===== config.mk =====
export PLATFORM = sky130hd
export DESIGN_NAME = tri_array_clkseq
export DESIGN_NICKNAME = d
export VERILOG_FILES = /design/src/rtl/tri_array_clkseq.sv
export SDC_FILE = /design/constraint.sdc
export NUM_CORES = 1
export LEC_CHECK = 0
export CAP_MARGIN = 25
export CORE_MARGIN = 2
export CORE_UTILIZATION = 50
export DETAILED_ROUTE_END_ITERATION = 16
export PLACE_DENSITY = 0.75
export SLEW_MARGIN = 10
export SYNTH_ARGS = -nofsm -noshare
export SYNTH_HDL_FRONTEND = slang
export SYNTH_SLANG_ARGS = --single-unit

===== constraint.sdc =====
create_clock -name clk -period 3 [get_ports clk]
set_input_delay 0.45 -clock clk [delete_from_list [all_inputs] [get_ports clk]]
set_output_delay 0.45 -clock clk [all_outputs]
set_load 0.02 [all_outputs]

===== src/rtl/tri_array_clkseq.sv =====
// Clock-start/stop and scan-gate sequencer for array LCB control.
// All outputs are registered and decoded from the next state.
module tri_array_clkseq #(
  parameter int unsigned START_DLY = 4,
  parameter int unsigned STOP_DLY  = 4,
  parameter int unsigned SG_SETUP  = 2
) (
  input  logic       clk,
  input  logic       rst,
  input  logic       start_req,
  input  logic       stop_req,
  input  logic       scan_req,
  input  logic [7:0] scan_len,
  input  logic       err_clr,
  output logic       thold,
  output logic       sg,
  output logic       scan_diag_dc,
  output logic       scan_en,
  output logic       running,
  output logic       busy,
  output logic       ack,
  output logic       err
);

  localparam int unsigned CW = 8;

  typedef enum logic [2:0] {
    ST_STOPPED,
    ST_STARTING,
    ST_RUNNING,
    ST_STOPPING,
    ST_SG_PRE,
    ST_SCANNING,
    ST_SG_POST
  } state_t;

  state_t        state;
  state_t        nxt_state;
  logic [CW-1:0] cnt;
  logic [CW-1:0] nxt_cnt;
  logic [CW-1:0] len_q;
  logic [CW-1:0] nxt_len;
  logic          nxt_ack;
  logic          err_set;
  logic          last;
  logic          any_req;

  assign last    = (cnt == CW'(1));
  assign any_req = start_req | stop_req | scan_req;

  // Next-state, counter load and error detection
  always_comb begin
    nxt_state = state;
    nxt_cnt   = (cnt != '0) ? cnt - CW'(1) : '0;
    nxt_len   = len_q;
    nxt_ack   = 1'b0;
    err_set   = 1'b0;
    case (state)
      ST_STOPPED: begin
        err_set = stop_req;
        if (scan_req) begin
          nxt_state = ST_SG_PRE;
          nxt_cnt   = CW'(SG_SETUP);
          nxt_len   = scan_len;
        end else if (start_req) begin
          nxt_state = ST_STARTING;
          nxt_cnt   = CW'(START_DLY);
        end
      end
      ST_STARTING: begin
        err_set = any_req;
        if (last) begin
          nxt_state = ST_RUNNING;
          nxt_ack   = 1'b1;
        end
      end
      ST_RUNNING: begin
        err_set = start_req | scan_req;
        if (stop_req) begin
          nxt_state = ST_STOPPING;
          nxt_cnt   = CW'(STOP_DLY);
        end
      end
      ST_STOPPING: begin
        err_set = any_req;
        if (last) begin
          nxt_state = ST_STOPPED;
          nxt_ack   = 1'b1;
        end
      end
      ST_SG_PRE: begin
        err_set = any_req;
        if (last) begin
          // A zero-length scan skips the shift window entirely
          if (len_q == '0) begin
            nxt_state = ST_SG_POST;
            nxt_cnt   = CW'(SG_SETUP);
          end else begin
            nxt_state = ST_SCANNING;
            nxt_cnt   = len_q;
          end
        end
      end
      ST_SCANNING: begin
        err_set = any_req;
        if (last) begin
          nxt_state = ST_SG_POST;
          nxt_cnt   = CW'(SG_SETUP);
        end
      end
      ST_SG_POST: begin
        err_set = any_req;
        if (last) begin
          nxt_state = ST_STOPPED;
          nxt_ack   = 1'b1;
        end
      end
      default: begin
        nxt_state = ST_STOPPED;
        nxt_cnt   = '0;
      end
    endcase
  end

  // State, counter and registered output decode
  always_ff @(posedge clk) begin
    if (rst) begin
      state        <= ST_STOPPED;
      cnt          <= '0;
      len_q        <= '0;
      thold        <= 1'b1;
      sg           <= 1'b0;
      scan_diag_dc <= 1'b0;
      scan_en      <= 1'b0;
      running      <= 1'b0;
      busy         <= 1'b0;
      ack          <= 1'b0;
      err          <= 1'b0;
    end else begin
      state        <= nxt_state;
      cnt          <= nxt_cnt;
      len_q        <= nxt_len;
      thold        <= (nxt_state != ST_RUNNING);
      sg           <= (nxt_state == ST_SG_PRE) || (nxt_state == ST_SCANNING) ||
                      (nxt_state == ST_SG_POST);
      scan_diag_dc <= (nxt_state == ST_SG_PRE) || (nxt_state == ST_SCANNING) ||
                      (nxt_state == ST_SG_POST);
      scan_en      <= (nxt_state == ST_SCANNING);
      running      <= (nxt_state == ST_RUNNING);
      busy         <= (nxt_state != ST_STOPPED) && (nxt_state != ST_RUNNING);
      ack          <= nxt_ack;
      err          <= err_set | (err & ~err_clr);
    end
  end

endmodule


==> summary.md, run 1 <==
| Metric | Value |
|---|---|
| Met1 Track Usage GR | `0.283` |
| Commonest cells post-synth | `26 x dfxtp_1, 21 x nand2_1, 17 x a21oi_1` |
| Pwr dens | `890 nW/um^2` |
| Total CTS buffers | `3` |
| Mux share of post-synthesis cell area | `0.00729` |
| Die Width | `56.4 um` |
| Number of remaining DRC errors | `0` |
| Global routing's busiest layer | `met2` |
| Synth Area in Adders | `0.0273` |
| Most common cell in the synthesized netlist | `dfxtp_1` |
| Final setup violation count | `0` |
| Compound-Gate Fraction of Synth Area | `0.259` |
| Total Power | `1.44 mW` |
| Netlist cell types | `47` |
| Lkg Pwr | `0.605 nW` |
| Synth Area in Simple Gates | `0.248` |
| CTS tree | `done` |
| CTS sink count | `26` |
| Asr flop ratio synth | `0` |
| CP Class | `flop to flop` |
| Final WS setup | `1130 ps` |
| Pre-antenna DRT Iters | `4` |
| Yosys warnings | `0` |
| Minimum clock period | `1870 ps` |
| Initial Util | `0.511` |
| Clk_skew | `6.57 ps` |
| Setup_tns | `0 ps` |
| Skew-Pair Late Insertion Delay | `330 ps` |
| Cts-stage hold buffer count | `0` |
| Die ar. | `3180 um^2` |
| Critical path arrival | `2080 ps` |
| GRT Residual Overflow | `0` |
| Root buffer cell | `clkbuf_4` |
| Post-DP HPWL | `2320 um` |
| Vias | `1261` |
| Chip height | `56.4 um` |
| Clock Path Buffers | `2` |
| First DRT Iteration DRCs | `65` |
| WL per Instance | `14.5 um` |
| Status | `completed` |
| Post-synthesis cell area | `1370 um^2` |
| WL final | `3070 um` |
| Ant. Diodes | `0` |
| Largest family of logic cells by synthesized area | `compound AO/OA/AOI/OAI gates` |
| Crit-path cells | `ha_1 > nor3b_2 > nand2_1 > a211oi_1 > o31ai_1` |
| Tcrit/Tclk final | `0.623` |
| Min Hold Slack | `485 ps` |
| Final-report hold violation count | `0` |
| Synthesis-to-layout area growth | `17.9%` |
| Max IR drop VDD | `0.729 mV` |
| Row cnt | `19` |
| Synth Flop Type | `dfxtp_1` |
| Core area | `2690 um^2` |
| Post-cts resize count | `0` |
| Synth top area share | `0.379` |
| Vias in the first global route | `1202` |
| RSZ-0062 raised after global routing | `false` |
| Met2 usage | `0.353` |
| Cell count after synthesis | `164` |
| Clock transition at path regs | `140 ps` |
| Sequential area share after synthesis | `0.379` |
| Worst Tran Pin Value | `550 ps` |
| Total GRT Usage | `0.217` |
| Port bufs | `21` |
| Vias/cell | `5.95` |
| Share of cells above drive strength 1 | `0.0829` |
| Dominant cell type by area after synthesis | `dfxtp_1` |
| Met3 Use GR | `0.0369` |
| First-pass GRT wire length | `5480 um` |
| Final Wtd Congestion | `0.915` |
| Max-Cap Viols | `0` |
| Worst-path maximum fanout | `6` |
| CP Launch Type | `flop` |
| Worst min-delay path category | `flop to flop` |
| CP max-delay cell | `dfxtp_1` |
| Final net count | `199` |
| Post-synthesis xor/xnor area fraction | `0.0319` |
| Slew Limit Headroom | `0.633` |
| CP endpoint kind | `flop` |
| Number of synthesized flops with an enable pin | `0` |
| Final ANT Viol Nets | `0` |
| Area contributors post-synth | `dfxtp_1 38%, a21oi_1 6.2%, nand2_1 5.7%` |
| Largest net degree at the start of global routing | `20` |
| Synthesized flop and latch total | `26` |
| Initial antenna violation count | `0` |
| Critical Path RT | `3210 ps` |
| I/O Pins | `22` |
| Mapped Nets | `181` |
| Pre-CTS setup slack | `920 ps` |
| Avg Inst Size Synth | `8.38 um^2` |
| H-tree levels | `1` |
| Fmax | `535 MHz` |
| Setup Buffers After CTS | `0` |
| CP peak stage delay | `490 ps` |
| Slew Viols, Final | `0` |
[registers in the layout, indices dropped and copies added (netlist names)]
| register | flops |
|---|---|
| len_q | 8 |
| err | 1 |
| state | 3 |
| scan_diag_dc | 1 |
| ack | 1 |
| running | 1 |
| cnt | 8 |
| busy | 1 |
| thold | 1 |
| scan_en | 1 |
[stage by stage]
step	utilization	cells	instance area [um^2]
3_5_place_dp	0.589	208	1580
6_report	0.603	212	1620
2_1_floorplan	-	164	1370
4_1_cts	0.603	212	1620
5_1_grt	0.603	212	1620
3_3_place_gp	0.589	208	1580
[metal layers]
metal / vias up / routed length (um)
li1: 637 / -
met1: 566 / 1410
met2: 50 / 1400
met3: 8 / 175
met4: 0 / 73
met5: - / 0
[cell families after synthesis]
kind of cell / count (synthesis)
AOI/OAI and AO/OA: 52
xor gates and xnor gates: 5
adders and majority gates: 3
buffers and inverters: 14
DFF: 26
muxes: 1
and+or+nand+nor: 63
[area by class of cell]
type	instances	area (um^2)
clock buffer	4	36.3
multi-input combinational	124	787
fill	250	1070
sequential	26	520
inverter	5	18.8
timing repair buffer	22	218
tap	31	38.8
[critical path, delay by kind of cell, from the launching register on]
kind,cells,cell delay (ps)
simple gates,2,670
flops,1,490
compound gates,2,410
fa+ha+maj,1,180
[final timing paths]
check                 from        to  slack, ps  cells after the start
setup reg to reg    cnt[0]      busy       1130                      5
setup / recovery    cnt[0]      busy       1130                      5
hold / removal    len_q[1]  len_q[1]        480                      2
hold reg to reg   len_q[1]  len_q[1]        480                      2
[cell usage in the layout (no fill, tap or decap), types with 3 or more instances in the layout]
| master | n |
|---|---|
| nor4_1 | 3 |
| xnor2_1 | 3 |
| inv_1 | 4 |
| dfxtp_1 | 26 |
| a32o_1 | 3 |
| o31ai_1 | 8 |
| o211ai_1 | 3 |
| nand2_1 | 21 |
| clkdlybuf4s50_1 | 21 |
| a31oi_1 | 4 |
| nor2_1 | 14 |
| ha_1 | 3 |
| o21ai_0 | 3 |
| clkbuf_4 | 3 |
| nand3_1 | 7 |
| a21oi_1 | 17 |
[power by group]
group	switching [mW]	internal [mW]	total, mW
sequential	0.124	0.430	0.554
clock	0.105	0.0743	0.180
combinational	0.385	0.323	0.708
total	0.614	0.827	1.44
Power figures use the tool's default switching activity.
==> run 2: changes to the inputs <==
==> constraint.sdc (replaced) <==
create_clock -name clk -period 1.95 [get_ports clk]
set_input_delay 0.2925 -clock clk [delete_from_list [all_inputs] [get_ports clk]]
set_output_delay 0.2925 -clock clk [all_outputs]
set_load 0.02 [all_outputs]
==> summary.md, run 2 (synthesized netlist as in run 1, its figures left out) <==
| Metric | Value |
|---|---|
| Crit-path cells | `inv_1 > ha_1 > nor3b_2 > and2_1 > a311oi_1 > a22o_1` |
| CTS tree | `done` |
| Final WS setup | `166 ps (-967 ps)` |
| RSZ-0062 raised after global routing | `false` |
| Clock Path Buffers | `2 (unchanged)` |
| Max IR drop VDD | `1.07 mV (+47%)` |
| Pwr dens | `1370 nW/um^2 (+54%)` |
| Pre-CTS setup slack | `129 ps (-791 ps)` |
| WL final | `3310 um (+7.8%)` |
| Critical path arrival | `2010 ps (-70 ps)` |
| H-tree levels | `1 (unchanged)` |
| Initial antenna violation count | `0 (unchanged)` |
| WL per Instance | `15.2 um (+5.3%)` |
| First DRT Iteration DRCs | `106 (+63%)` |
| Number of remaining DRC errors | `0 (unchanged)` |
| Vias in the first global route | `1272 (+5.8%)` |
| Worst min-delay path category | `flop to flop` |
| Port bufs | `21 (unchanged)` |
| Max-Cap Viols | `0 (unchanged)` |
| Synthesis-to-layout area growth | `20.1%` |
| Ant. Diodes | `0 (unchanged)` |
| Top flop regs | `cnt x8, len_q x8, state x3` |
| Register share of total power | `0.363 (-0.021)` |
| Initial Util | `0.511 (unchanged)` |
| CP endpoint kind | `flop` |
| Net Sw Power | `0.989 mW (+61%)` |
| Skew-Pair Late Insertion Delay | `320 ps (about the same)` |
| Fin cells | `217 (+2.4%)` |
| I/O Pins | `22 (unchanged)` |
| Largest net degree at the start of global routing | `14 (-30%)` |
| Final-report hold violation count | `0 (unchanged)` |
| GRT Residual Overflow | `0 (unchanged)` |
| Logic pwr share | `0.539 (+0.048)` |
| Slew Viols, Final | `0 (unchanged)` |
| Register area | `520 um^2 (unchanged)` |
| Worst Tran Pin Value | `499 ps (-50.7 ps)` |
| Share of cells above drive strength 1 | `0.108 (+0.0247)` |
| Final Wtd Congestion | `0.912 (-0.30%)` |
| Status | `completed` |
| Commonest non-fill, non-tap cells in the layout | `26 x dfxtp_1, 21 x nand2_1, 21 x clkdlybuf4s50_1` |
| Setup_tns | `0 ps (unchanged)` |
| Tcrit/Tclk final | `0.915 (+0.293)` |
| Final ANT Viol Nets | `0 (unchanged)` |
| Commonest non-fill, non-tap cell in the layout | `dfxtp_1` |
| CP max-delay cell | `dfxtp_1` |
| Fillers | `224 (-10%)` |
| Total GRT Usage | `0.226 (+0.00944)` |
| Minimum clock period | `1780 ps (-83.2 ps)` |
| Final setup violation count | `0 (unchanged)` |
| Post-cts resize count | `0 (unchanged)` |
| Slew Limit Headroom | `0.665 (+0.0318)` |
| Multi-input logic area | `787 um^2 (unchanged)` |
| Chip height | `56.4 um (unchanged)` |
| Total CTS buffers | `3 (unchanged)` |
| Die Width | `56.4 um (unchanged)` |
| Placed Cells | `214 (+2.9%)` |
| Core area | `2690 um^2 (unchanged)` |
| Switching share of power | `0.438 (+0.0118)` |
| Clock share of power | `0.098 (-0.027)` |
| Clk_skew | `4.93 ps (-1.64 ps)` |
| Vias | `1349 (+7.0%)` |
| Vias/cell | `6.22 (+4.5%)` |
| Die ar. | `3180 um^2 (unchanged)` |
| Pre-antenna DRT Iters | `4 (unchanged)` |
| Lkg Pwr | `0.628 nW (+3.8%)` |
| Cts-stage hold buffer count | `0 (unchanged)` |
| CP Launch Type | `flop` |
| CP peak stage delay | `370 ps (-120 ps)` |
| Int Pwr | `1.27 mW (+53%)` |
| Setup Buffers After CTS | `0 (unchanged)` |
| Worst-path maximum fanout | `6 (unchanged)` |
| CP Class | `flop to flop` |
| CTS sink count | `26 (unchanged)` |
| Critical Path RT | `2170 ps (-1040 ps)` |
| Row cnt | `19 (unchanged)` |
| Post-DP HPWL | `2420 um (+4.2%)` |
| Final net count | `205 (+3.0%)` |
| Clock transition at path regs | `130 ps (about the same)` |
| Fmax | `560 MHz (+4.7%)` |
| First-pass GRT wire length | `5740 um (+4.8%)` |
| Root buffer cell | `clkbuf_4` |
==> run 2: power by group through the flow <==
| stage | Sequential [mW] | Combinational (mW) | Clock, mW |
|---|---|---|---|
| floorplan | 0.801 | 0.878 | 0 |
| global placement | 0.824 | 1.16 | 0 |
| detailed placement | 0.827 | 1.18 | 0 |
| CTS | 0.816 | 1.20 | 0.226 |
| global route | 0.840 | 1.35 | 0.241 |
| finish | 0.820 | 1.22 | 0.222 |
==> run 2: path summary, 6_finish.rpt <==
path / start / endpoint / slack, ps / cells after the start
worst min register to register: len_q[1] / len_q[1] / 490 / 2
worst max-delay path: cnt[1] / cnt[1] / 170 / 6
worst max register to register: cnt[1] / cnt[1] / 170 / 6
worst min-delay path: len_q[1] / len_q[1] / 490 / 2
==> run 2: layout make-up <==
| cell class | instances | area share |
|---|---|---|
| Tap cell | 31 | 0.0235 |
| Sequential cell | 26 | 0.315 |
| Inverter | 5 | 0.0114 |
| Multi-Input combinational cell | 124 | 0.477 |
| Timing Repair Buffer | 28 | 0.159 |
| Clock buffer | 3 | 0.0136 |
==> run 2: metrics by stage <==
step / util / total power, mW / hold slack, ps / instance area (um^2)
finish: 0.614 / 2.26 / 486 / 1650
detailed placement: 0.606 / 2.01 / 467 / 1630
global placement: 0.606 / 1.98 / 462 / 1630
floorplan: - / 1.68 / 428 / 1370
global route: 0.614 / 2.43 / 514 / 1650
CTS: 0.614 / 2.24 / 490 / 1650
==> run 2: routing by layer <==
| layer | wire [um] | global-route usage | up-vias |
|---|---|---|---|
| met4 | 98 | 0.116 | 0 |
| met1 | 1470 | 0.315 | 616 |
| li1 | - | - | 647 |
| met2 | 1500 | 0.341 | 71 |
| met5 | 0 | 0 | - |
| met3 | 232 | 0.0323 | 15 |
==> run 2: worst max-delay path: cells and delay by family, from the launching register on <==
family | cells | cell delay [ps]
flip-flops | 1 | 370
buffers and inverters | 1 | 120
AND/OR/NAND/NOR | 2 | 650
adder cells (fa/ha/maj) | 1 | 140
AO/OA/AOI/OAI | 2 | 410
==> run 3: changes to the inputs <==
--- a/config.mk
+++ b/config.mk
@@ -8,6 +8,7 @@
 export CAP_MARGIN = 25
 export CORE_MARGIN = 2
 export CORE_UTILIZATION = 50
+export CTS_CLUSTER_DIAMETER = 120
 export DETAILED_ROUTE_END_ITERATION = 16
 export PLACE_DENSITY = 0.75
 export SLEW_MARGIN = 10
==> results of run 3 <==
Same layout as run 2: the final DEF is identical, and so are final timing and power.
